`config.mk`:
```
export PLATFORM = sky130hd
export DESIGN_NAME = addr_latch_32_1_bit
export DESIGN_NICKNAME = d
export VERILOG_FILES = /design/src/rtl/addr_latch_32_1_bit.sv
export SDC_FILE = /design/constraint.sdc
export NUM_CORES = 1
export LEC_CHECK = 0
export ABC_AREA = 1
export BUFFER_PORTS_ARGS = -buffer_cell sky130_fd_sc_hd__buf_2
export CAP_MARGIN = 20
export CORE_ASPECT_RATIO = 0.75
export CORE_UTILIZATION = 40
export DETAILED_ROUTE_END_ITERATION = 8
export GPL_TIMING_DRIVEN = 1
export HOLD_SLACK_MARGIN = 0.03
export SYNTH_ARGS = -nofsm -noshare
export SYNTH_HDL_FRONTEND = slang
export SYNTH_SLANG_ARGS = --single-unit
```
`constraint.sdc`:
```
create_clock -name clock -period 1.45 [get_ports clock]
set_input_delay 0 -clock clock [delete_from_list [all_inputs] [get_ports clock]]
set_output_delay 0 -clock clock [all_outputs]
set_load 0.005 [all_outputs]
```
`src/rtl/addr_latch_32_1_bit.sv`:
```
// addr_latch_32_1_bit
//   32 x 1-bit addressable latch built as a registered 1-to-32 demultiplexer,
//   with a background sweep that writes CLR_VALUE to every address, LSB first.
//
//   Parameters
//     CLR_VALUE    : bit value written to every address during a sweep
//     PROTECT_BIT0 : when 1, address 0 behaves like a hard-wired zero register
//
//   Ports
//     clock   : rising-edge clock, single domain
//     reset   : asynchronous active-low reset
//     select  : 5-bit address for a single write
//     in      : data bit to be written
//     wr_en   : write request, honoured only in IDLE without clr_req
//     clr_req : sweep request, level-sampled in IDLE
//     out     : registered latch contents, out[i] = bit at address i
//     busy    : registered, high while a sweep is in progress
//     done    : registered one-cycle pulse at sweep completion
module addr_latch_32_1_bit #(
  parameter logic CLR_VALUE    = 1'b0,
  parameter bit   PROTECT_BIT0 = 1'b0
) (
  input  logic        clock,
  input  logic        reset,
  input  logic [4:0]  select,
  input  logic        in,
  input  logic        wr_en,
  input  logic        clr_req,
  output logic [31:0] out,
  output logic        busy,
  output logic        done
);

  typedef enum logic [1:0] {
    IDLE  = 2'd0,
    SWEEP = 2'd1,
    DONE  = 2'd2
  } state_t;

  state_t      state;
  logic [4:0]  cnt;
  logic [31:0] wr_mask;
  logic        wr_bit;
  logic [31:0] keep_mask;
  logic [31:0] next_out;

  // One-hot enable for the addressed storage flop.
  function automatic logic [31:0] decode_5to32(input logic [4:0] addr);
    decode_5to32 = 32'd1 << addr;
  endfunction

  // Select which flop is written this cycle and with what value.
  always_comb begin
    wr_mask = 32'd0;
    wr_bit  = 1'b0;
    case (state)
      IDLE: begin
        // clr_req wins over a simultaneous write request
        if (wr_en && !clr_req) begin
          wr_mask = decode_5to32(select);
          wr_bit  = in;
        end else begin
          wr_mask = 32'd0;
          wr_bit  = 1'b0;
        end
      end
      SWEEP: begin
        wr_mask = decode_5to32(cnt);
        wr_bit  = CLR_VALUE;
      end
      DONE: begin
        wr_mask = 32'd0;
        wr_bit  = 1'b0;
      end
      default: begin
        wr_mask = 32'd0;
        wr_bit  = 1'b0;
      end
    endcase
  end

  // Masked merge of the write into the stored word; bit 0 optionally pinned low.
  always_comb begin
    if (PROTECT_BIT0) begin
      keep_mask = 32'hFFFF_FFFE;
    end else begin
      keep_mask = 32'hFFFF_FFFF;
    end
    next_out = ((out & ~wr_mask) | (wr_mask & {32{wr_bit}})) & keep_mask;
  end

  // Control FSM, sweep counter, storage and registered status outputs.
  always_ff @(posedge clock or negedge reset) begin
    if (!reset) begin
      state <= IDLE;
      cnt   <= 5'd0;
      out   <= 32'd0;
      busy  <= 1'b0;
      done  <= 1'b0;
    end else begin
      out <= next_out;
      case (state)
        IDLE: begin
          if (clr_req) begin
            state <= SWEEP;
            cnt   <= 5'd0;
            busy  <= 1'b1;
            done  <= 1'b0;
          end else begin
            busy  <= 1'b0;
            done  <= 1'b0;
          end
        end
        SWEEP: begin
          // counter wraps 31 -> 0 on the final sweep write
          cnt <= cnt + 5'd1;
          if (cnt == 5'd31) begin
            state <= DONE;
            busy  <= 1'b0;
            done  <= 1'b1;
          end else begin
            busy  <= 1'b1;
            done  <= 1'b0;
          end
        end
        DONE: begin
          state <= IDLE;
          busy  <= 1'b0;
          done  <= 1'b0;
        end
        default: begin
          state <= IDLE;
          cnt   <= 5'd0;
          busy  <= 1'b0;
          done  <= 1'b0;
        end
      endcase
    end
  end

endmodule

```
==> reports/qor.yml <==
cp_num_buf_inv: 2
clk_latency_ns: 0.29
endpoint_kind: "register"
antenna_cells: 0
hpwl_mm: 4.51
final_area_um2: 2850
die_h_um: 68.9
worst_slew_pin_slew_ns: 0.647
cts-root-buf: "clkbuf_8"
ys_seq_area_share_pct: 43.0
cts_sinks: 41
die_x_um: 91.1
avgRoutedWirePerCell_um: 13.3
slowest_delay_ns: 0.42
cp_data_required_time_ns: 1.64
track_usage_pct: 22.2
start_kind: "register"
cts_setup_buffers: 0
drt.antenna.violating_nets: 0
grt.overflow.total: 0
cpMaxStageDelayCell: "dfrtp_1"
status: "completed"
grt_max_degree: 33
grt_pass1_vias: 2081
fin_crit_sh_pct: 97.1
layout.cells.non_filler: 471
ys_ff_latch: 41
placed_area_um2: 2730
cts.path.max_buffers: 2
fillers: 569
post-place-cells: 462
critPathMaxFanout: 4
report.final.setup_viol: 0
clock_skew_ns: 0.00289
synth_warnings: 0
worstHoldPathType: "input port to register"
start_util_pct: 43.1
p_leak_uw: 0.00168
avgSynthCellArea_um2: 6.93
grt_first_pass_wirelength_mm: 10.5
max_cap_violations: 0
drt_first_pass_iters: 5
drc: 0
syn_to_final_growth_pct: 19.7
layout.nets: 412
finalHoldViolations: 0
path_clk_slew_ns: 0.08
cts_tree: "yes"
numCtsBuffers: 5
cts_max_level: 2
vias: 2331
antenna_found_initial: 0
fmax_mhz: 710
crit_type: "register to register"
path_delay_family: "simple AND/OR/NAND/NOR gates"
ys_types: 18
path_cells: "inv_1, ha_1, inv_1, nor3_1, nand2_1, nand3_1, nand2_1"
dr.first_iter.drc_count: 84
rsz0062_at_grt: "true"
dieArea_um2: 6270
viasPerCell: 4.95
syn_inst: 344
rows: 23
drive_gt1_share_pct: 19.2
drv_slew: 0
slew_headroom_pct: 56.9
vdd_drop_max_uv: 577
powerDensity_nw_per_um2: 1350
crit_arrival_ns: 1.60
core_area_um2: 5530
period_minus_slack_ns: 1.41
syn_area_um2: 2380
finalWeightedCongestion: 0.889
synth_nets: 361
drt_wl_total_mm: 6.27
io_buffers: 43
io_pins: 44
==> per-stage QoR <==
stage	total power [µW]	setup WS, ns	utilization (%)	TNS (ns)	hold WS [ns]
after detailed placement	3030	0.0437	49.4	0	0.0694
final	3850	0.0425	51.7	0	0.0511
after CTS	3770	0.0129	51.0	0	0.0482
after global routing	4150	-0.0474	51.7	-0.276	0.109
after global placement	3020	0.0833	49.4	0	0.0657
after floorplan	2530	0.218	-	0	-0.296
==> final timing paths <==
check	startpoint	end	slack (ns)	depth (start not counted)
max	cnt[1]$_DFFE_PN0P_	register	0.04	7
min	clr_req	state[0]$_DFFE_PN0P_	0.05	3
max reg2reg	cnt[1]$_DFFE_PN0P_	register	0.04	7
min reg2reg	register	register	0.50	2
max in group asynchronous	reset	asynchronous set/reset pin	0.60	3
min in group asynchronous	reset	asynchronous set/reset pin	0.26	2
==> worst register-to-register path: stages, from the launching register on <==
cell and delay, ns:
dfrtp_1 0.42, inv_1 0.11, ha_1 0.15, inv_1 0.10
nor3_1 0.25, nand2_1 0.12, nand3_1 0.10, nand2_1 0.06
==> cell usage in the layout (no fill, tap or decap) <==
cell type      Yosys  final
buf_12             0      3
nand3_1           40     40
buf_2              5     43
dfrtp_1           41     41
o21ai_0            7      7
nor2_4             4      4
nand2_1          168    168
nor3_1             6      2
inv_2              2      1
inv_1             20     20
inv_4              0      1
o22ai_1            3      3
nor2_1            30     26
nor2_2             1      5
a21oi_1            1      1
nand2_2            3      3
clkbuf_8           0      5
dlygate4sd3_1      0      1
ha_1               7      7
buf_4              1      6
buf_6              4      1
clkbuf_1           0      3
o211ai_1           1      1
nor3_2             0      4
==> per-layer routing <==
metal,routed length [µm],global-route usage [%]
met2,2600,33.9
met1,3170,31.3
met5,0,0
met3,419,5.26
met4,84,7.14
==> report_power, final <==
group	total (µW)	leakage (µW)	switching, µW	internal [µW]
Clock	740	0.0000395	398	343
Combinational	1610	0.00108	1030	573
Sequential	1500	0.000555	172	1330
Total	3850	0.00168	1600	2250
==> synthesized netlist by cell type <==
master / count / area [µm²]
nor2_2: 1 / 6.26
nand2_1: 168 / 631
buf_2: 5 / 25.0
inv_1: 20 / 75.1
nor2_1: 30 / 113
ha_1: 7 / 87.6
inv_2: 2 / 7.51
o21ai_0: 7 / 35.0
a21oi_1: 1 / 5.00
nor3_1: 6 / 30.0
buf_4: 1 / 7.51
dfrtp_1: 41 / 1030
nand2_2: 3 / 18.8
nand3_1: 40 / 200
nor2_4: 4 / 45.0
o22ai_1: 3 / 18.8
o211ai_1: 1 / 7.51
buf_6: 4 / 45.0
==> repair_timing <==
item                                    in CTS  in global routing
gates resized for setup                      0                 11
endpoints found under the setup margin       0                 23
hold buffers                                 1                  0
endpoints found under the hold margin       26                  0
==> final cells by class <==
cell class | instances | area, µm² | area share, %
timing repair buffer | 54 | 342 | 12.0
multi-input combinational | 271 | 1230 | 43.0
sequential | 41 | 1030 | 35.9
tap | 75 | 93.8 | 3.29
inverter | 22 | 85.1 | 2.98
clock buffer | 8 | 80.1 | 2.81
==> kinds of logic after synthesis <==
family	count (synthesis)	synth area share (%)
and+or+nand+nor	252	43.8
DFF	41	43.0
buffers and inverters	32	6.72
AOI/OAI and AO/OA	12	2.78
adders and majority gates	7	3.67
No activity file was read; power rests on OpenSTA's default activity.
